[src/rtl/permuter_swap_ctrl.sv]
// Registered swap-decision controller for one 2x2 permuter stage.
// Picks a winner per cycle (golden > starved > older > round-robin) and registers swap/deflect one cycle later.
module permuter_swap_ctrl #(
   parameter int AGE_W        = 8,
   parameter int STARVE_W     = 4,
   parameter int STARVE_LIMIT = 12
) (
   input  logic                clk,
   input  logic                reset,
   input  logic                stall,
   input  logic                in_valid0,
   input  logic                in_valid1,
   input  logic                in_dir0,
   input  logic                in_dir1,
   input  logic [AGE_W-1:0]    in_age0,
   input  logic [AGE_W-1:0]    in_age1,
   input  logic                in_golden0,
   input  logic                in_golden1,
   output logic                swap,
   output logic                deflect0,
   output logic                deflect1,
   output logic                winner,
   output logic                rr_ptr,
   output logic [STARVE_W-1:0] starve_cnt0,
   output logic [STARVE_W-1:0] starve_cnt1
);

   localparam logic [STARVE_W-1:0] LIMIT   = STARVE_W'(STARVE_LIMIT);
   localparam logic [STARVE_W-1:0] CNT_MAX = '1;

   typedef enum logic [2:0] {
      RULE_IDLE,
      RULE_SINGLE,
      RULE_GOLDEN,
      RULE_STARVE,
      RULE_AGE,
      RULE_RR
   } rule_t;

   rule_t               rule;
   logic                starved0;
   logic                starved1;
   logic                conflict;
   logic                win_next;
   logic                swap_next;
   logic                deflect0_next;
   logic                deflect1_next;
   logic                rr_next;
   logic [STARVE_W-1:0] cnt0_next;
   logic [STARVE_W-1:0] cnt1_next;

   always_comb begin
      rule          = RULE_IDLE;
      win_next      = 1'b0;
      swap_next     = 1'b0;
      deflect0_next = 1'b0;
      deflect1_next = 1'b0;
      rr_next       = rr_ptr;
      cnt0_next     = starve_cnt0;
      cnt1_next     = starve_cnt1;

      starved0 = (starve_cnt0 >= LIMIT);
      starved1 = (starve_cnt1 >= LIMIT);
      conflict = in_valid0 && in_valid1 && (in_dir0 == in_dir1);

      if (in_valid0 && !in_valid1) begin
         rule     = RULE_SINGLE;
         win_next = 1'b0;
      end else if (!in_valid0 && in_valid1) begin
         rule     = RULE_SINGLE;
         win_next = 1'b1;
      end else if (in_valid0 && in_valid1) begin
         if (in_golden0 != in_golden1) begin
            rule     = RULE_GOLDEN;
            win_next = in_golden1;
         end else if (starved0 != starved1) begin
            rule     = RULE_STARVE;
            win_next = starved1;
         end else if (in_age0 != in_age1) begin
            rule     = RULE_AGE;
            win_next = (in_age1 > in_age0);
         end else begin
            rule     = RULE_RR;
            win_next = rr_ptr;
         end
      end

      if (rule != RULE_IDLE) begin
         swap_next = win_next ? ~in_dir1 : in_dir0;
      end

      deflect0_next = conflict && win_next;
      deflect1_next = conflict && !win_next;

      // The pointer only advances when it actually settled a contested output.
      if (rule == RULE_RR && conflict) begin
         rr_next = ~rr_ptr;
      end

      if (in_valid0) begin
         if (deflect0_next) begin
            cnt0_next = (starve_cnt0 == CNT_MAX) ? CNT_MAX : starve_cnt0 + 1'b1;
         end else begin
            cnt0_next = '0;
         end
      end
      if (in_valid1) begin
         if (deflect1_next) begin
            cnt1_next = (starve_cnt1 == CNT_MAX) ? CNT_MAX : starve_cnt1 + 1'b1;
         end else begin
            cnt1_next = '0;
         end
      end
   end

   always_ff @(posedge clk) begin
      if (reset) begin
         swap        <= 1'b0;
         deflect0    <= 1'b0;
         deflect1    <= 1'b0;
         winner      <= 1'b0;
         rr_ptr      <= 1'b0;
         starve_cnt0 <= '0;
         starve_cnt1 <= '0;
      end else if (!stall) begin
         swap        <= swap_next;
         deflect0    <= deflect0_next;
         deflect1    <= deflect1_next;
         winner      <= win_next;
         rr_ptr      <= rr_next;
         starve_cnt0 <= cnt0_next;
         starve_cnt1 <= cnt1_next;
      end
   end

endmodule

[config.mk]
export PLATFORM = sky130hd
export DESIGN_NAME = permuter_swap_ctrl
export DESIGN_NICKNAME = d
export VERILOG_FILES = /design/src/rtl/permuter_swap_ctrl.sv
export SDC_FILE = /design/constraint.sdc
export NUM_CORES = 1
export LEC_CHECK = 0
export ABC_AREA = 1
export CAP_MARGIN = 15
export CELL_PAD_IN_SITES_DETAIL_PLACEMENT = 0
export CELL_PAD_IN_SITES_GLOBAL_PLACEMENT = 1
export CORE_MARGIN = 4
export CORE_UTILIZATION = 31
export DETAILED_ROUTE_END_ITERATION = 10
export GPL_TIMING_DRIVEN = 0
export PLACE_DENSITY_LB_ADDON = 0.1
export SETUP_SLACK_MARGIN = 0.3
export SYNTH_ARGS = -nofsm -noshare
export SYNTH_HDL_FRONTEND = slang
export SYNTH_SLANG_ARGS = --single-unit
[constraint.sdc]
create_clock -name clk -period 4.1 [get_ports clk]
set_input_delay 1.23 -clock clk [delete_from_list [all_inputs] [get_ports clk]]
set_output_delay 1.23 -clock clk [all_outputs]
set_load 0.02 [all_outputs]
[Word level (Yosys, flattened, before mapping)]
Cells that the tools add are included.
Storage, ports and cells
  register bits after elaboration: 13
  bits in latches: 0
  RAM bits: 0
  memory bits (read-only): 0
  input port bits: 25
  output and inout bits: 13
  word-level logic and storage cells: 54
  memories: 0
Operators by class
  add/subtract/negate cells: 2
  multiply operators: 0
  div/mod/pow operators: 0
  $lt $le $gt $ge: 3
  equal/unequal tests: 7
  shift-type cells: 0
  mux-type cells: 18
  bitwise operators: 3
  reductions and logical operators: 14
Operator list (number)
  2-to-1 mux 4 bit: 4
  2-to-1 mux 3 bit: 5
  2-to-1 mux 1 bit: 9
  adder 4 x 1 -> 4 bit, second input constant: 2
  equality test 4 bit, second input constant: 2
  greater-or-equal comparator 4 bit, second input constant: 2
  > comparator 8 bit: 1
  != test 8 bit: 1
  logical AND 1 bit: 7
  AND reduction 2 bit: 3
  equality test 3 bit, second input constant: 1
  zero test 1 bit: 3
  NOT 1 bit: 3
  nonzero test 3 bit: 1
  != test 1 bit: 2
  equality test 1 bit: 1

[Longest topological paths before layout]
Gate-level depths: netlist (run 1).
  depth after elaboration: 10
  gate-level depth with buffers: 16
  depth with buffers taken out: 16

[Worst setup path before layout (run 1)]
OpenSTA, ideal clock, no wires.
  path kind: input-to-reg
  start point: input in_age0[7]
  end point: register deflect1
  setup time: 0.070 ns
  arrival time: 2.418 ns
  data required time: 4.030 ns
  slack: 1.612 ns
  stages on the path: 15
  buffers on the path: 0
  path through: inv_1 -> ha_1 -> nand2_2 -> inv_1 -> nand2_1 -> nand2_1 -> nor2_1 -> nand2_1 -> nand2_1 -> nand2_1 -> nand2_2 -> nand2_4 -> nor2_4 -> nand2_1 -> a21oi_1
Between the ends
  cells in the longest elaborated chain, start to end: 9
  elaborated cells on any way between the ends: 10
  those cells by class: 1 x order compare; 1 x eq/ne; 6 x mux; 2 x reduce/logical
Ends and longest elaborated chain
  start: declaration: line 15  | input logic [AGE_W-1:0] in_age0,
  > comparator 8 bit / != test 8 bit (equally long branches): line 81, 79
  2-to-1 mux 1 bit (*): line 79  | end else if (in_age0 != in_age1) begin
  2-to-1 mux 1 bit (*): line 76  | end else if (starved0 != starved1) begin
  2-to-1 mux 1 bit (*): line 73  | if (in_golden0 != in_golden1) begin
  2-to-1 mux 1 bit (*): line 72  | end else if (in_valid0 && in_valid1) begin
  2-to-1 mux 1 bit (*): line 69  | end else if (!in_valid0 && in_valid1) begin
  2-to-1 mux 1 bit (*): line 66  | if (in_valid0 && !in_valid1) begin
  zero test 1 bit (*): line 93  | deflect1_next = conflict && !win_next;
  logical AND 1 bit (*): line 93
  end signal: assignment: line 128  | deflect1 <= deflect1_next;
  end: declaration: line 21  | output logic deflect1,
Mark *: on every way between the ends. The rest lies on a longest branch, timed or not.
A chain may end at the register's enable or synchronous reset.

[Final worst setup path (run 1)]
Ends and elaborated chain as after synthesis.

==> results of run 1 <==
[cells in the final DEF, fill, tap and decap left out, types with 2 or more instances in the layout]
cell type	instances
sky130_fd_sc_hd__a21oi_1	20
sky130_fd_sc_hd__a41o_1	2
sky130_fd_sc_hd__clkbuf_1	2
sky130_fd_sc_hd__clkbuf_4	3
sky130_fd_sc_hd__clkdlybuf4s50_1	36
sky130_fd_sc_hd__dfxtp_1	13
sky130_fd_sc_hd__ha_1	10
sky130_fd_sc_hd__inv_1	32
sky130_fd_sc_hd__nand2_1	42
sky130_fd_sc_hd__nand2_2	2
sky130_fd_sc_hd__nand3_1	7
sky130_fd_sc_hd__nand4_1	3
sky130_fd_sc_hd__nor2_1	15
sky130_fd_sc_hd__o21ai_0	4
[cells by family after synthesis]
logic type / Yosys count
DFF: 13
adders and majority gates: 10
AOI/OAI and AO/OA: 27
and+or+nand+nor: 75
buffers and inverters: 34
xor gates and xnor gates: 1
[per-layer routing]
layer	routed length (µm)	GRT usage, %
met5	0	0
met3	214	3.29
met4	20	5.54
met1	1100	13.7
met2	1190	21.1
[per-stage QoR]
step	total power, mW	utilization (%)	worst slack, ns	hold slack, ns	instances
6_report	0.299	47.0	1.27	0.475	244
5_1_grt	0.318	47.0	1.09	0.514	244
4_1_cts	0.303	47.0	1.24	0.477	244
3_5_place_dp	0.222	46.2	0.946	0.462	240
3_3_place_gp	0.221	46.2	0.970	0.457	240
2_1_floorplan	0.182	-	1.61	0.540	160
[area by class of cell]
class	instances	area share [%]
clock buffers	4	1.82
well taps	44	3.80
plain buffers	1	0.259
flip-flops and latches	13	18.0
repair buffers	36	24.9
multi-input cells	113	42.7
inverters	33	8.56
[registers in the layout, summed over array words and instances (netlist names)]
register	flops
starve_cnt1	4
swap	1
winner	1
deflect1	1
deflect0	1
starve_cnt0	4
rr_ptr	1
[worst max path at each step]
stage	startpoint	endpoint	slack (ns)	cells past startpoint
final	in_age0[7]	deflect1	1.27	16
after global routing	in_age0[7]	starve_cnt1[1]	1.09	16
after CTS	in_age0[7]	deflect1	1.24	16
after detailed placement	in_age0[7]	deflect1	0.95	16
after global placement	in_age0[5]	deflect1	0.97	16
after floorplan	in_age0[7]	deflect1	1.61	15
[critical path: stages]
cell                              delay [ns]
sky130_fd_sc_hd__clkdlybuf4s50_1        0.45
sky130_fd_sc_hd__inv_1                  0.04
sky130_fd_sc_hd__ha_1                   0.31
sky130_fd_sc_hd__nand2_2                0.09
sky130_fd_sc_hd__inv_1                  0.05
sky130_fd_sc_hd__nand2_1                0.06
sky130_fd_sc_hd__nand2_1                0.05
sky130_fd_sc_hd__nor2_1                 0.09
sky130_fd_sc_hd__nand2_1                0.05
sky130_fd_sc_hd__nand2_1                0.05
sky130_fd_sc_hd__nand2_1                0.05
sky130_fd_sc_hd__nand2_2                0.09
sky130_fd_sc_hd__nand2_4                0.09
sky130_fd_sc_hd__nor2_4                 0.16
sky130_fd_sc_hd__nand2_1                0.07
sky130_fd_sc_hd__a21oi_1                0.11
[report_power, final]
group / switching, mW / internal, mW / leakage, nW
Clock: 0.0438 / 0.0377 / 0.0150
Sequential: 0.00241 / 0.129 / 0.106
Combinational: 0.0434 / 0.0428 / 0.548
==> impl_results.rst, run 1 <==
.. list-table::
   :header-rows: 1

   * - Metric
     - Value
   * - Share of the cycle needed by the critical path after routing
     - 69.0%
   * - Finish-stage setup viols
     - 0
   * - DRT iter0 DRCs
     - 44
   * - Sum of routed wire length over all layers
     - 2.53 mm
   * - Starting Density
     - 32.7%
   * - Simple-gate share of the synthesized area
     - 33.5%
   * - Hold violation count in the final report
     - 0
   * - TritonCTS Buffers
     - 3
   * - Clock-pin slew reported for the worst setup and hold paths after clock tree synthesis
     - 0.08 ns
   * - Synth-to-layout area growth
     - 43.9%
   * - Unrepaired setup endpoints after global routing
     - false
   * - Area of the mapped netlist
     - 1010 µm²
   * - Maximum Capacitance Violations
     - 0
   * - Proportion of register bits with asynchronous set or reset after synthesis
     - 0%
   * - EDFF count, synth
     - 0
   * - Synthesized instance count
     - 160
   * - Mean number of vias per cell
     - 4.47
   * - Total number of clock tree sinks
     - 13
   * - Global placer's final weighted congestion
     - 0.762
   * - Top-area cell type share of the netlist area
     - 25.9%
   * - Tightest Pin Transition
     - 0.426 ns
   * - Outcome
     - finished clean
   * - Post-synth cell types
     - 21
   * - Worst Hold End
     - deflect1
   * - Overall overflow remaining after global route
     - 0
   * - YS warnings
     - 0
   * - Global-route wire length before repair
     - 4.08 mm
   * - Number of input and output port buffers inserted
     - 36
   * - Worst rel slew slack
     - 71.6%
   * - Num ports
     - 38
   * - Part of the Yosys area used for sequential elements
     - 25.9%
   * - Startpoint of the worst-slack reg-to-reg timing path
     - starve_cnt0[2]
   * - Width of the die
     - 65.0 µm
   * - Routed WL per cell
     - 10.4 µm
   * - Worst supply voltage drop on vdd
     - 0.000153 V
   * - Max FO, Critical Path
     - 8
   * - Setup crit start kind
     - primary input
   * - Launch point of the worst hold path
     - deflect1
   * - Final Max Slew Viols
     - 0
   * - Clock tree from TritonCTS
     - yes
   * - Number of filler instances in the final layout
     - 351
   * - FF-to-FF path depth
     - 12
   * - Number of nets still failing antenna checks after routing
     - 0
   * - Compound-cell area share of the yosys netlist
     - 14.7%
   * - Static leakage
     - 0.669 nW
   * - Synthesized-area fraction occupied by adder cells
     - 12.4%
   * - Largest net degree at the start of global routing
     - 10
   * - Dominant combinational cell family by area after synthesis
     - simple AND/OR/NAND/NOR gates
   * - Parity-gate share of the synthesized area counting xor and xnor cells
     - 0.871%
   * - Post-DP Area
     - 1420 µm²
   * - Worst reg2reg endpoint
     - deflect1
   * - Mean post-synth cell area
     - 6.29 µm²
   * - Final TNS setup
     - 0 ns
   * - Area occupied by multi-input gates
     - 618 µm²
   * - Area of the die
     - 4220 µm²
   * - Total setup buffers inserted after CTS
     - 0
   * - Final layout net count
     - 236
   * - Post-layout instance area
     - 1450 µm²
   * - Antenna violations before repair
     - 0
   * - Net Count, Synth
     - 195
   * - H-tree lvl count
     - 1
   * - WP data arrival
     - 3.04 ns
   * - Maximum achievable frequency
     - 354 MHz
   * - Mux contribution to synthesized area
     - 0%
   * - Path type of the worst min-delay path
     - reg2reg
   * - Global-route total usage across every layer
     - 12.1%
   * - Register-to-register path setup slack
     - 2.65 ns
   * - Total number of vias
     - 1,091
   * - Library cell occupying the most area in the post-synthesis netlist
     - sky130_fd_sc_hd__dfxtp_1
   * - Total iterations of the first detailed-routing run
     - 4
   * - Clock latency on the worst-skew pair
     - 0.28 ns
   * - Area taken by flip-flops and latches
     - 260 µm²
   * - Yosys reg bits
     - 13
   * - Buffer cell driving the clock tree root
     - sky130_fd_sc_hd__clkbuf_4
   * - Post-layout min period
     - 2.83 ns
   * - Most instantiated flip-flop cell in the synthesis netlist
     - sky130_fd_sc_hd__dfxtp_1
   * - Number of instances on the worst hold path
     - 2
   * - Diode insertion count for antenna repair
     - 0
   * - Vertical die dimension
     - 65.0 µm
   * - Most instantiated cells after synthesis
     - sky130_fd_sc_hd__nand2_1, sky130_fd_sc_hd__inv_1, sky130_fd_sc_hd__a21oi_1
   * - Main area contributors after synthesis
     - sky130_fd_sc_hd__dfxtp_1, sky130_fd_sc_hd__nand2_1, sky130_fd_sc_hd__ha_1
   * - Class of the most critical setup path
     - in2reg
   * - Endpoint class of the critical path
     - flop
   * - Number of rows created at floorplan
     - 20
   * - PD cells
     - 207 nW/µm²
   * - Post-cts resize count
     - 0
   * - Required @ worst endpoint
     - 4.31 ns
   * - Number of hold-repair buffers added at the cts stage
     - 0
   * - Proportion of layout cells with a drive suffix above 1
     - 5.00%
   * - Core Footprint
     - 3080 µm²
   * - Most used standard cell by instance count after synthesis
     - sky130_fd_sc_hd__nand2_1
   * - Final HPWL from detailed placement
     - 2.09 mm
   * - Clock Path Buffers
     - 2
   * - Number of global-route vias before repair
     - 998
   * - Post-route clock skew
     - 0.00171 ns
   * - Post-route DRC violation count
     - 0
(Power assumes the default switching activity.)
==> run 2, diff against run 1 <==
CORE_UTILIZATION = 26   (was 31)
clock period = 2.6 ns   (was 4.1 ns; I/O delays follow)
==> run 2 against run 1 <==
Net effect: routed wire length grew 20%; via count increased by 4.3%; worst setup slack got worse by 0.83 ns; die area up 17%; cell count increased by 4.1%; sequential cell count unchanged; global-route usage is 0.24 points higher; critical path depth fell by 1; critical path type unchanged.
==> impl_results.rst, run 2 (synthesis gave the netlist of run 1 again) <==
.. list-table::
   :header-rows: 1

   * - Metric
     - Value
   * - Most common cell after layout, fill and taps aside
     - sky130_fd_sc_hd__nand2_1
   * - Regs by FF count
     - starve_cnt0: 4 flops, starve_cnt1: 4 flops
   * - Number of hold-repair buffers added at the cts stage
     - 0
   * - Number of global-route vias before repair
     - 1,149
   * - TritonCTS Buffers
     - 3
   * - Commonest non-fill, non-tap cells in the layout
     - sky130_fd_sc_hd__nand2_1, sky130_fd_sc_hd__inv_1, sky130_fd_sc_hd__clkdlybuf4s50_1
   * - Total iterations of the first detailed-routing run
     - 4
   * - H-tree lvl count
     - 1
   * - Total number of vias
     - 1,138
   * - Post-layout total power
     - 0.575 mW
   * - Static leakage
     - 0.730 nW
   * - Post-layout min period
     - 2.15 ns
   * - Startpoint of the worst-slack reg-to-reg timing path
     - starve_cnt0[2]
   * - Final TNS setup
     - 0 ns
   * - Post-route clock skew
     - 0.00134 ns
   * - Post-route DRC violation count
     - 0
   * - Total number of clock tree sinks
     - 13
   * - Clock tree from TritonCTS
     - yes
   * - Clock-pin slew reported for the worst setup and hold paths after clock tree synthesis
     - 0.06 ns
   * - Tightest Pin Transition
     - 0.517 ns
   * - Vertical die dimension
     - 70.2 µm
   * - Width of the die
     - 70.2 µm
   * - Maximum Capacitance Violations
     - 0
   * - Maximum achievable frequency
     - 464 MHz
   * - Global placer's final weighted congestion
     - 0.768
   * - Outcome
     - finished clean
   * - Finish-stage setup viols
     - 0
   * - Proportion of layout cells with a drive suffix above 1
     - 25.2%
   * - Unrepaired setup endpoints after global routing
     - false
   * - Final layout net count
     - 242
   * - Mean number of vias per cell
     - 4.48
   * - WP data arrival
     - 2.34 ns
   * - Number of nets still failing antenna checks after routing
     - 0
   * - Met3 layer usage reported by global route
     - 4.46%
   * - Endpoint class of the critical path
     - flop
   * - PD cells
     - 341 nW/µm²
   * - Cell repeated most along the worst path
     - sky130_fd_sc_hd__nand2_1
   * - Antenna violations before repair
     - 0
   * - Worst supply voltage drop on vdd
     - 0.000397 V
   * - Path type of the worst min-delay path
     - reg2reg
   * - Synth-to-layout area growth
     - 67.8%
   * - Final Max Slew Viols
     - 0
   * - Met2 usage
     - 21.4%
   * - Sum of routed wire length over all layers
     - 3.03 mm
   * - Area of the die
     - 4930 µm²
   * - Worst rel slew slack
     - 65.5%
   * - Global-route wire length before repair
     - 5.01 mm
   * - Post-DP Area
     - 1430 µm²
   * - Class of the most critical setup path
     - in2reg
   * - Gr busiest metal
     - met2
   * - Diode insertion count for antenna repair
     - 0
   * - Num ports
     - 38
   * - Launch point of the worst hold path
     - swap
   * - Required @ worst endpoint
     - 2.78 ns
   * - Max FO, Critical Path
     - 6
   * - Routed WL per cell
     - 11.9 µm
   * - Hold violation count in the final report
     - 0
   * - Number of input and output port buffers inserted
     - 36
   * - Number of rows created at floorplan
     - 22
   * - Worst path cell trace
     - dlygate4sd2_1 > inv_2 > ha_4 > nand2_4 > nor2_4 > nand3_1 > nand2_1 > inv_1 > nand2_1 > nand2_1 > nand2_2 > nand2_4 > nor2_4 > nand2_2 > a21oi_2
   * - Overall overflow remaining after global route
     - 0
   * - Cell with the largest stage delay on the worst path
     - sky130_fd_sc_hd__ha_4
   * - DRT iter0 DRCs
     - 21
   * - CP max stage delay
     - 0.26 ns
   * - Post-layout instance area
     - 1690 µm²
   * - Final core utilization
     - 45.8%
   * - Largest net degree at the start of global routing
     - 10
   * - Met1 capacity usage during global routing
     - 15.1%
   * - Global-route total usage across every layer
     - 12.4%
   * - Clock Path Buffers
     - 2
   * - Final HPWL from detailed placement
     - 2.25 mm
   * - Number of filler instances in the final layout
     - 398
   * - Buffer cell driving the clock tree root
     - sky130_fd_sc_hd__clkbuf_8
   * - Setup crit start kind
     - primary input
   * - Share of the cycle needed by the critical path after routing
     - 82.9%
   * - Starting Density
     - 27.3%
   * - Launching instance or port of the critical path
     - in_age0[6]
   * - Clock latency on the worst-skew pair
     - 0.24 ns
   * - Core Footprint
     - 3690 µm²
==> run 2: changes by cell type in the layout (fill, tap and decap cells not counted), sizes merged <==
| cell | previous run | this run |
|---|---|---|
| clkinv | 0 | 1 |
| clkdlybuf4s15 | 0 | 10 |
| buf | 0 | 6 |
| clkbuf | 5 | 4 |
| clkdlybuf4s50 | 36 | 20 |
| dlygate4sd2 | 0 | 6 |
==> run 2: per-layer routing <==
layer  share of wire [%]  wire, µm
met1                  45      1360
met2                  49      1500
met3                 5.5       168
met4                0.30         9
met5                   0         0
==> run 2: layout make-up <==
class | instances | area [µm²] | area share [%]
Clock inverter | 1 | 5.00 | 0.297
Buffer | 1 | 3.75 | 0.222
Sequential cell | 13 | 260 | 15.4
Timing Repair Buffer | 42 | 402 | 23.8
Inverter | 33 | 126 | 7.49
Multi-Input combinational cell | 113 | 790 | 46.8
Tap cell | 48 | 60.1 | 3.56
Clock buffer | 3 | 41.3 | 2.45
==> run 2: repair_timing <==
item,in CTS,in global routing
setup endpoints to repair,12,8
hold endpoints to repair,0,0
setup buffers,6,0
pin swaps,20,21
gates resized for setup,38,30
==> run 2: power by group <==
part           leakage [nW]  switching (mW)  internal (mW)
Sequential            0.106         0.00391          0.204
Clock                0.0255          0.0788          0.106
Combinational         0.599          0.0941         0.0876
Total                 0.730           0.177          0.398
==> run 2: path summary, 6_finish.rpt <==
kind	to	slack, ns	cells past startpoint
max	starve_cnt1[0]	0.45	15
min	swap	0.48	2
max reg2reg	starve_cnt1[0]	1.06	12
min reg2reg	swap	0.48	2
==> run 2: worst max-delay path, delay by kind of cell <==
kind	cells	cell delay (ns)
AND/OR/NAND/NOR	10	0.89
buffers and inverters	3	0.28
adder cells (fa/ha/maj)	1	0.26
AO/OA/AOI/OAI	1	0.12
==> run 2: through the flow <==
step / cells / setup slack (ns) / hold WS [ns]
floorplan: 160 / 0.562 / 0.540
global placement: 244 / -0.118 / 0.454
detailed placement: 244 / -0.145 / 0.460
CTS: 254 / 0.373 / 0.472
global route: 254 / 0.293 / 0.493
finish: 254 / 0.446 / 0.476
==> run 3, diff against run 2 <==
clock period = 1.8 ns   (was 2.6 ns; I/O delays follow)
==> run 3 against run 2 <==
Net effect: cell count increased by 0.79%; via count increased by 2.4%; sequential share of layout area fell by 0.75 points; die area is the same; non-clock buffer count grew 2; sequential cell count stayed put; critical endpoint is now starve_cnt1[1]; highest routed layer unchanged.
==> impl_results.rst, run 3 (synthesis gave the netlist of run 1 again) <==
.. list-table::
   :header-rows: 1

   * - Metric
     - Value
   * - Num ports
     - 38
   * - CP max stage delay
     - 0.24 ns
   * - Proportion of layout cells with a drive suffix above 1
     - 42.8%
   * - Post-layout instance area
     - 1790 µm²
   * - Launching instance or port of the critical path
     - in_age1[5]
   * - Largest net degree at the start of global routing
     - 10
   * - Number of global-route vias before repair
     - 1,124
   * - Total number of vias
     - 1,165
   * - Clock-pin slew reported for the worst setup and hold paths after clock tree synthesis
     - 0.05 ns
   * - Bufs and invs on worst path
     - 2
   * - Outcome
     - finished clean
   * - Global-route total usage across every layer
     - 12.0%
   * - Area of the die
     - 4930 µm²
   * - Total number of clock tree sinks
     - 13
   * - Max FO, Critical Path
     - 7
   * - Post-layout min period
     - 1.80 ns
   * - Final TNS setup
     - 0 ns
   * - Topmost layer with routed signal wires
     - met4
   * - Worst rel slew slack
     - 67.4%
   * - Global-route wire length before repair
     - 4.89 mm
   * - Antenna violations before repair
     - 0
   * - Most common cell after layout, fill and taps aside
     - sky130_fd_sc_hd__nand2_1
   * - Proportion of power drawn by the clock network
     - 30.6%
   * - Static leakage
     - 0.823 nW
   * - Total iterations of the first detailed-routing run
     - 4
   * - Post-layout total power
     - 0.842 mW
   * - Number of cells after detailed placement
     - 244
   * - Hold violation count in the final report
     - 0
   * - DRT iter0 DRCs
     - 37
   * - Routed WL per cell
     - 11.4 µm
   * - Vertical die dimension
     - 70.2 µm
   * - Number of nets still failing antenna checks after routing
     - 0
   * - Final core utilization
     - 48.6%
   * - Final HPWL from detailed placement
     - 2.25 mm
   * - Width of the die
     - 70.2 µm
   * - Overall overflow remaining after global route
     - 0
   * - Launch point of the worst hold path
     - swap
   * - Required @ worst endpoint
     - 1.97 ns
   * - WP data arrival
     - 1.97 ns
   * - Tightest Pin Transition
     - 0.489 ns
   * - Commonest non-fill, non-tap cells in the layout
     - sky130_fd_sc_hd__nand2_1, sky130_fd_sc_hd__inv_1, sky130_fd_sc_hd__buf_6
   * - Mean number of vias per cell
     - 4.55
   * - Final Max Slew Viols
     - 0
   * - Net switching power
     - 0.248 mW
   * - Post-route clock skew
     - 0.00116 ns
   * - Startpoint of the worst-slack reg-to-reg timing path
     - starve_cnt0[2]
   * - Diode insertion count for antenna repair
     - 0
   * - Sequential share of power
     - 35.7%
   * - H-tree lvl count
     - 1
   * - Finish-stage setup viols
     - 0
   * - Clock tree from TritonCTS
     - yes
   * - Global placer's final weighted congestion
     - 0.795
   * - Path type of the worst min-delay path
     - reg2reg
   * - Clock Path Buffers
     - 2
   * - Number of input and output port buffers inserted
     - 36
   * - Metal1 wirelength
     - 1.41 mm
   * - Met3 routed WL
     - 138 µm
   * - Setup crit start kind
     - primary input
   * - Final std cells w/o fill
     - 256
   * - Number of rows created at floorplan
     - 22
   * - Internal power component
     - 0.594 mW
   * - Maximum Capacitance Violations
     - 0
   * - Final layout net count
     - 244
   * - TritonCTS Buffers
     - 3
   * - Combinational share of power
     - 33.7%
   * - Core Footprint
     - 3690 µm²
   * - Sum of routed wire length over all layers
     - 2.91 mm
   * - Maximum achievable frequency
     - 557 MHz
   * - Share of the cycle needed by the critical path after routing
     - 99.8%
   * - Sw Share
     - 29.4%
   * - Starting Density
     - 27.3%
   * - Regs by FF count
     - starve_cnt0: 4 flops, starve_cnt1: 4 flops
   * - Post-DP Area
     - 1550 µm²
   * - Unrepaired setup endpoints after global routing
     - true
   * - Delay-heaviest family, CP
     - simple AND/OR/NAND/NOR gates
   * - PD cells
     - 470 nW/µm²
   * - Class of the most critical setup path
     - in2reg
   * - Buffer cell driving the clock tree root
     - sky130_fd_sc_hd__clkbuf_8
   * - Worst path cell trace
     - buf_6 > ha_4 > nand2_4 > inv_2 > nand2_2 > nor2_2 > nor2_1 > nand2_1 > nand2_1 > nand2_1 > nand2_2 > nand2_4 > nor2_4 > nand2_2 > a21oi_2
   * - Endpoint class of the critical path
     - flop
   * - Post-route DRC violation count
     - 0
   * - Cell with the largest stage delay on the worst path
     - sky130_fd_sc_hd__ha_4
   * - Clock latency on the worst-skew pair
     - 0.24 ns
   * - Number of hold-repair buffers added at the cts stage
     - 0
   * - Met2 layer wire length in the routed design
     - 1.35 mm
   * - Synth-to-layout area growth
     - 78.1%
   * - Worst supply voltage drop on vdd
     - 0.000299 V
-- run 3: worst reg2reg max path, cell delays in order (launching register included) --
cell and delay (ns):
sky130_fd_sc_hd__dfxtp_1 0.39, sky130_fd_sc_hd__nand2_1 0.12, sky130_fd_sc_hd__inv_2 0.09, sky130_fd_sc_hd__nand2_1 0.07
sky130_fd_sc_hd__nand2_1 0.07, sky130_fd_sc_hd__inv_1 0.03, sky130_fd_sc_hd__nand2_1 0.04, sky130_fd_sc_hd__nand2_1 0.05
sky130_fd_sc_hd__nand2_2 0.09, sky130_fd_sc_hd__nand2_4 0.10, sky130_fd_sc_hd__nor2_4 0.20, sky130_fd_sc_hd__nand2_2 0.08
sky130_fd_sc_hd__a21oi_2 0.12
-- run 3: per-layer routing --
| layer | global-route usage, % | vias to the layer above |
|---|---|---|
| met3 | 3.31 | 4 |
| li1 | - | 605 |
| met1 | 16.6 | 524 |
| met2 | 18.8 | 32 |
| met5 | 0 | - |
| met4 | 1.91 | 0 |
-- run 3: timing repair --
item                       4_1_cts  5_1_grt
setup endpoints to repair       26       19
buffers inserted                 2        6
pin swaps                       31       25
gates resized for setup        116       42
-- run 3: layout make-up --
type / instances / area (µm²)
Clock buffer: 4 / 45.0
Timing Repair Buffer: 44 / 454
Sequential cell: 13 / 263
Inverter: 33 / 154
Multi-Input combinational cell: 113 / 812
Buffer: 1 / 3.75
Tap cell: 48 / 60.1
Fill cell: 381 / 1900
-- run 3: power groups by stage --
stage / clock network, mW / registers, mW / logic (mW)
floorplan: 0 / 0.315 / 0.125
global placement: 0 / 0.307 / 0.235
detailed placement: 0 / 0.306 / 0.240
CTS: 0.269 / 0.300 / 0.244
global route: 0.272 / 0.301 / 0.316
finish: 0.258 / 0.300 / 0.284
-- run 3: per-stage QoR --
step                hold WS, ns  worst slack (ns)
floorplan                 0.536            0.0530
global placement          0.454            -0.719
detailed placement        0.459            -0.757
CTS                       0.465            0.0185
global route              0.514            -0.134
finish                    0.464           0.00345
-- run 3: worst paths after layout --
| check | endpoint | slack (ns) | cells past startpoint |
|---|---|---|---|
| worst max register to register | starve_cnt1[1] | 0.28 | 12 |
| worst min register to register | swap | 0.46 | 2 |
| worst min-delay path | swap | 0.46 | 2 |
| worst max-delay path | starve_cnt1[1] | 0.003 | 15 |
==> edit 1, RTL diff (flow settings as in run 1) <==
Change the parameter `STARVE_W` from 4 to 5.
--- a/src/rtl/permuter_swap_ctrl.sv
+++ b/src/rtl/permuter_swap_ctrl.sv
@@ -2,7 +2,7 @@
 // Picks a winner per cycle (golden > starved > older > round-robin) and registers swap/deflect one cycle later.
 module permuter_swap_ctrl #(
    parameter int AGE_W        = 8,
-   parameter int STARVE_W     = 4,
+   parameter int STARVE_W     = 5,
    parameter int STARVE_LIMIT = 12
 ) (
    input  logic                clk,
Ports: changed (resized starve_cnt0 and starve_cnt1); port bits go from 38 to 40. The function was not compared with the original's and may differ.
==> edit 1 against run 1 <==
  * Setup slack got worse by 54 ps
  * Cell area grew 17%
  * First-iteration DRC count shrank 36%
  * Total power is 19% higher
  * Hold slack got worse by 5.6 ps
  * Core utilization decreased by 1.3 points
  * Wire length is 13% higher
  * Register-to-register slack about the same
  * Cell count is 11% higher
  * Synthesized area grew 19%
  * Sequential cell count grew 2
  * Largest cell class unchanged
  * Largest power group unchanged
==> edit 1: results (changes against run 1) <==
| Metric | Value |
|---|---|
| Nets | `261 (was 236)` |
| Hold worst-path end | `swap (was deflect1)` |
| GRT met3 Usage | `0.02446 (was 0.03293)` |
| Cell types occupying the most area after synthesis | `dfxtp_1 (25%), nand2_1 (14%), ha_1 (13%) (was dfxtp_1 (26%), nand2_1 (16%), ha_1 (12%))` |
| Total Wirelength | `2.867 mm (was 2.530 mm)` |
| First-pass GRT wire length | `4.899 mm (was 4.084 mm)` |
| Worst-skew pair later-pin latency | `240 ps (was 280 ps)` |
| Vias post-DR | `1211 (was 1091)` |
| Initial DRC count | `28 (was 44)` |
| Routability Congestion | `0.8084 (was 0.7622)` |
| # port buffers | `39 (was 36)` |
| RR Startpoint | `starve_cnt0[3] (was starve_cnt0[2])` |
| Netlist cell types | `28 (was 21)` |
| Top Registers | `starve_cnt0 (5), starve_cnt1 (5) (was starve_cnt0 (4), starve_cnt1 (4))` |
| Met2 usage | `0.2109 (was 0.2107)` |
| Worst Skew | `0.5442 ps (was 1.709 ps)` |
| CTS Root Cell | `clkbuf_8 (was clkbuf_4)` |
| CTS sink count | `15 (was 13)` |
| Register area share after synthesis | `0.2518 (was 0.2587)` |
| Outcome | `finished clean (unchanged)` |
| Met1 GRT Util | `0.1425 (was 0.1367)` |
| Bufs w/o clock | `40 (was 37)` |
| Clock Pin Slew Worst Setup and Hold Paths | `60 ps (was 80 ps)` |
| Multi-input comb cells | `131 (was 113)` |
| P_leak | `0.7288 nW (was 0.6686 nW)` |
| Non-Clock Buffer Area Fraction | `0.2335 (was 0.2515)` |
| Cells after DPL | `267 (was 240)` |
| Slew HR | `0.5911 (was 0.7162)` |
| Synth Instances | `180 (was 160)` |
| Filler Cells Inserted | `393 (was 351)` |
| Syn nets | `217 (was 195)` |
-- edit 1: changes by cell type after synthesis, moves of 4 or more --
| cell | run 1 | this run |
|---|---|---|
| nor2_1 | 15 | 20 |
| a21oi_2 | 0 | 4 |
| inv_1 | 32 | 28 |
| a21oi_1 | 20 | 16 |
| nand2_1 | 42 | 46 |
-- edit 1: routing by layer --
metal | share of wire | routed length [um]
met2 | 0.47 | 1342
met5 | 0 | 0
met3 | 0.048 | 138
met1 | 0.47 | 1360
met4 | 0.0087 | 25
-- edit 1: metrics by stage --
| stage | setup WS [ps] | cell area, um2 | hold WS [ps] |
|---|---|---|---|
| 4_1_cts | 1194 | 1688 | 470.8 |
| 2_1_floorplan | 1620 | 1192 | 540.0 |
| 3_3_place_gp | 973.0 | 1643 | 456.4 |
| 3_5_place_dp | 952.1 | 1643 | 458.6 |
| 6_report | 1218 | 1688 | 468.9 |
| 5_1_grt | 1008 | 1688 | 518.1 |
-- edit 1: worst max-delay path by stage --
stage                      end  slack, ps  startpoint  depth (start not counted)
after global placement    swap        970  in_age0[7]                         16
after detailed placement  swap        950  in_age0[7]                         16
after CTS                 swap       1190  in_age0[7]                         16
final                     swap       1220  in_age0[7]                         16
after global routing      swap       1010  in_age0[7]                         16
after floorplan           swap       1620  in_age0[7]                         15
-- edit 1: power breakdown --
group          internal [mW]  leakage (nW)  total, mW  switching (mW)
Combinational         0.0421         0.584     0.0857          0.0436
Clock                 0.0687        0.0228      0.120          0.0508
Sequential             0.149         0.122      0.150         0.00159
-- edit 1: kinds of logic (layout without fill, tap and decap cells) --
kind of cell	count (synthesis)	in the layout	synth area share
AOI/OAI and AO/OA	29	29	0.1553
and+or+nand+nor	87	87	0.3379
buffers and inverters	34	77	0.1070
adders and majority gates	12	12	0.1259
xor gates and xnor gates	3	3	0.02204
DFF	15	15	0.2518
==> edit 2, RTL diff (config.mk and constraints of run 1) <==
Made on the original files. Make the reset (`reset`) asynchronous in one clocked block.
--- a/src/rtl/permuter_swap_ctrl.sv
+++ b/src/rtl/permuter_swap_ctrl.sv
@@ -113,7 +113,7 @@
       end
    end
 
-   always_ff @(posedge clk) begin
+   always_ff @(posedge clk or posedge reset) begin
       if (reset) begin
          swap        <= 1'b0;
          deflect0    <= 1'b0;
Behaviour: differs if reset is asserted again (counterexample within 4 cycles, from zero or initial values and one cycle with reset high); with reset held inactive, the same outputs for 10 cycles.
==> edit 2 against run 1 <==
  * Wire length increased by 3.9%
  * Setup slack worse by 22 ps
  * Sequential cell count unchanged
  * Cell count grew 0.41%
  * Total power up 4.5%
  * Synthesized area up 4.5%
  * Cell area increased by 3.8%
  * Global-route usage up 1.3 points
  * Critical endpoint is now deflect0
  * Largest cell class unchanged
  * Highest routed layer unchanged
==> edit 2: results (changes against run 1) <==
| Metric | Value |
|---|---|
| Outcome | `finished clean (unchanged)` |
| Worst vdd ir | `0.0001389 V (was 0.0001533 V)` |
| Worst-path fanout max | `5 (was 8)` |
| P_leak | `0.7918 nW (was 0.6686 nW)` |
| DP Worst Slack | `934.4 ps (was 945.8 ps)` |
| Avg Vias per Cell | `4.514 (was 4.471)` |
| Reg2Reg Setup Slack | `2500 ps (was 2650 ps)` |
| Hold Crit Start | `swap (was deflect1)` |
| Worst Reg-to-Reg Cells | `13 (was 12)` |
| Register area share after synthesis | `0.3095 (was 0.2587)` |
| RR Startpoint | `starve_cnt0[2] (unchanged)` |
| Initial DRC count | `64 (was 44)` |
| WP data arrival | `3060 ps (was 3040 ps)` |
| Filler Cells Inserted | `356 (was 351)` |
| Hold worst-path end | `swap (was deflect1)` |
| Routability Congestion | `0.7771 (was 0.7622)` |
| N_diodes | `0 (unchanged)` |
| Nets | `237 (was 236)` |
| Cell types occupying the most area after synthesis | `dfrtp_1 (31%), nand2_1 (20%), ha_1 (12%) (was dfxtp_1 (26%), nand2_1 (16%), ha_1 (12%))` |
| Placed inst area | `1476 um2 (was 1421 um2)` |
| Design internal power | `0.2170 mW (was 0.2099 mW)` |
| Ys async rst share | `1.000 (was 0)` |
| All-Layer GR Usage | `0.1346 (was 0.1213)` |
| Vias in the first global route | `1094 (was 998)` |
| Worst-skew pair later-pin latency | `280 ps (about the same)` |
| Worst slew pin tran | `530.6 ps (was 425.7 ps)` |
| FF-to-FF End | `deflect0 (was deflect1)` |
| # port buffers | `37 (was 36)` |
| Worst Skew | `4.698 ps (was 1.709 ps)` |
| Post-DP HPWL | `2.198 mm (was 2.091 mm)` |
| First-pass GRT wire length | `4.567 mm (was 4.084 mm)` |
| Met3 WL post-DR | `140 um (was 214 um)` |
| Primary FF master, synth | `dfrtp_1 (was dfxtp_1)` |
| Post-synth top cells | `nand2_1 (55), inv_1 (30), dfrtp_1 (13) (was nand2_1 (42), inv_1 (32), a21oi_1 (20))` |
| Layout cells sized above 1 | `0.05970 (was 0.05000)` |
| WL met1 | `1.188 mm (was 1.100 mm)` |
| Wire per inst | `10.73 um (was 10.37 um)` |
## edit 2: cell count changes after synthesis, moves of 13 or more
cell            run 1  this run
a21oi_1            20         6
dfrtp_1             0        13
dfxtp_1            13         0
nand2_1            42        55
## edit 2: worst max path at each step
stage | from | end | cells after the start
after floorplan | in_age0[7] | starve_cnt0[1] | 14
after global placement | in_age0[5] | deflect1 | 16
after detailed placement | in_age0[7] | deflect0 | 15
after CTS | in_age0[7] | deflect0 | 15
after global routing | in_age0[7] | deflect0 | 15
final | in_age0[7] | deflect0 | 15
## edit 2: final cells by class
class	count	area, um2	share of cell area
multi-input cells	115	604.3	0.4022
repair buffers	37	370.4	0.2465
flip-flops and latches	13	325.3	0.2165
inverters	32	121.4	0.08077
well taps	44	55.05	0.03664
clock buffers	4	26.28	0.01749
## edit 2: through the flow
stage,util,total power [mW],hold slack (ps),cells
floorplan,-,0.1872,581.5,160
global placement,0.4683,0.2305,466.1,241
detailed placement,0.4683,0.2330,470.0,241
CTS,0.4766,0.3185,491.9,245
global route,0.4766,0.3359,549.7,245
finish,0.4766,0.3130,486.8,245
## edit 2: power groups by stage
stage          Sequential, mW  Clock [mW]  Combinational (mW)
6_report                0.137      0.0840              0.0919
5_1_grt                 0.138      0.0929               0.105
4_1_cts                 0.137      0.0876              0.0938
3_5_place_dp            0.140           0              0.0934
3_3_place_gp            0.139           0              0.0911
2_1_floorplan           0.146           0              0.0416
## edit 2: kinds of logic after synthesis
| group | count (synthesis) | synth area share |
|---|---|---|
| AO/OA/AOI/OAI | 17 | 0.08571 |
| XOR/XNOR | 2 | 0.01667 |
| adder cells (fa/ha/maj) | 10 | 0.1190 |
| buffers and inverters | 32 | 0.1155 |
| flip-flops | 13 | 0.3095 |
| AND/OR/NAND/NOR | 86 | 0.3536 |
## edit 2: worst max-delay path, stage by stage
cell and delay [ps]:
clkdlybuf4s50_1 460, inv_1 40, ha_1 280, nand2_1 70
nor2_1 140, nand2_1 90, nand2_1 80, nor2_2 40
nand2_1 60, nand2_1 50, nand2_1 60, nand2_2 90
nand2_4 110, nand2_1 100, o21ai_1 140
## edit 2: routing by layer
metal,vias to the layer above,GRT usage
li1,585,-
met1,493,0.1711
met2,23,0.2218
met3,5,0.03571
met4,0,0.03807
met5,-,0
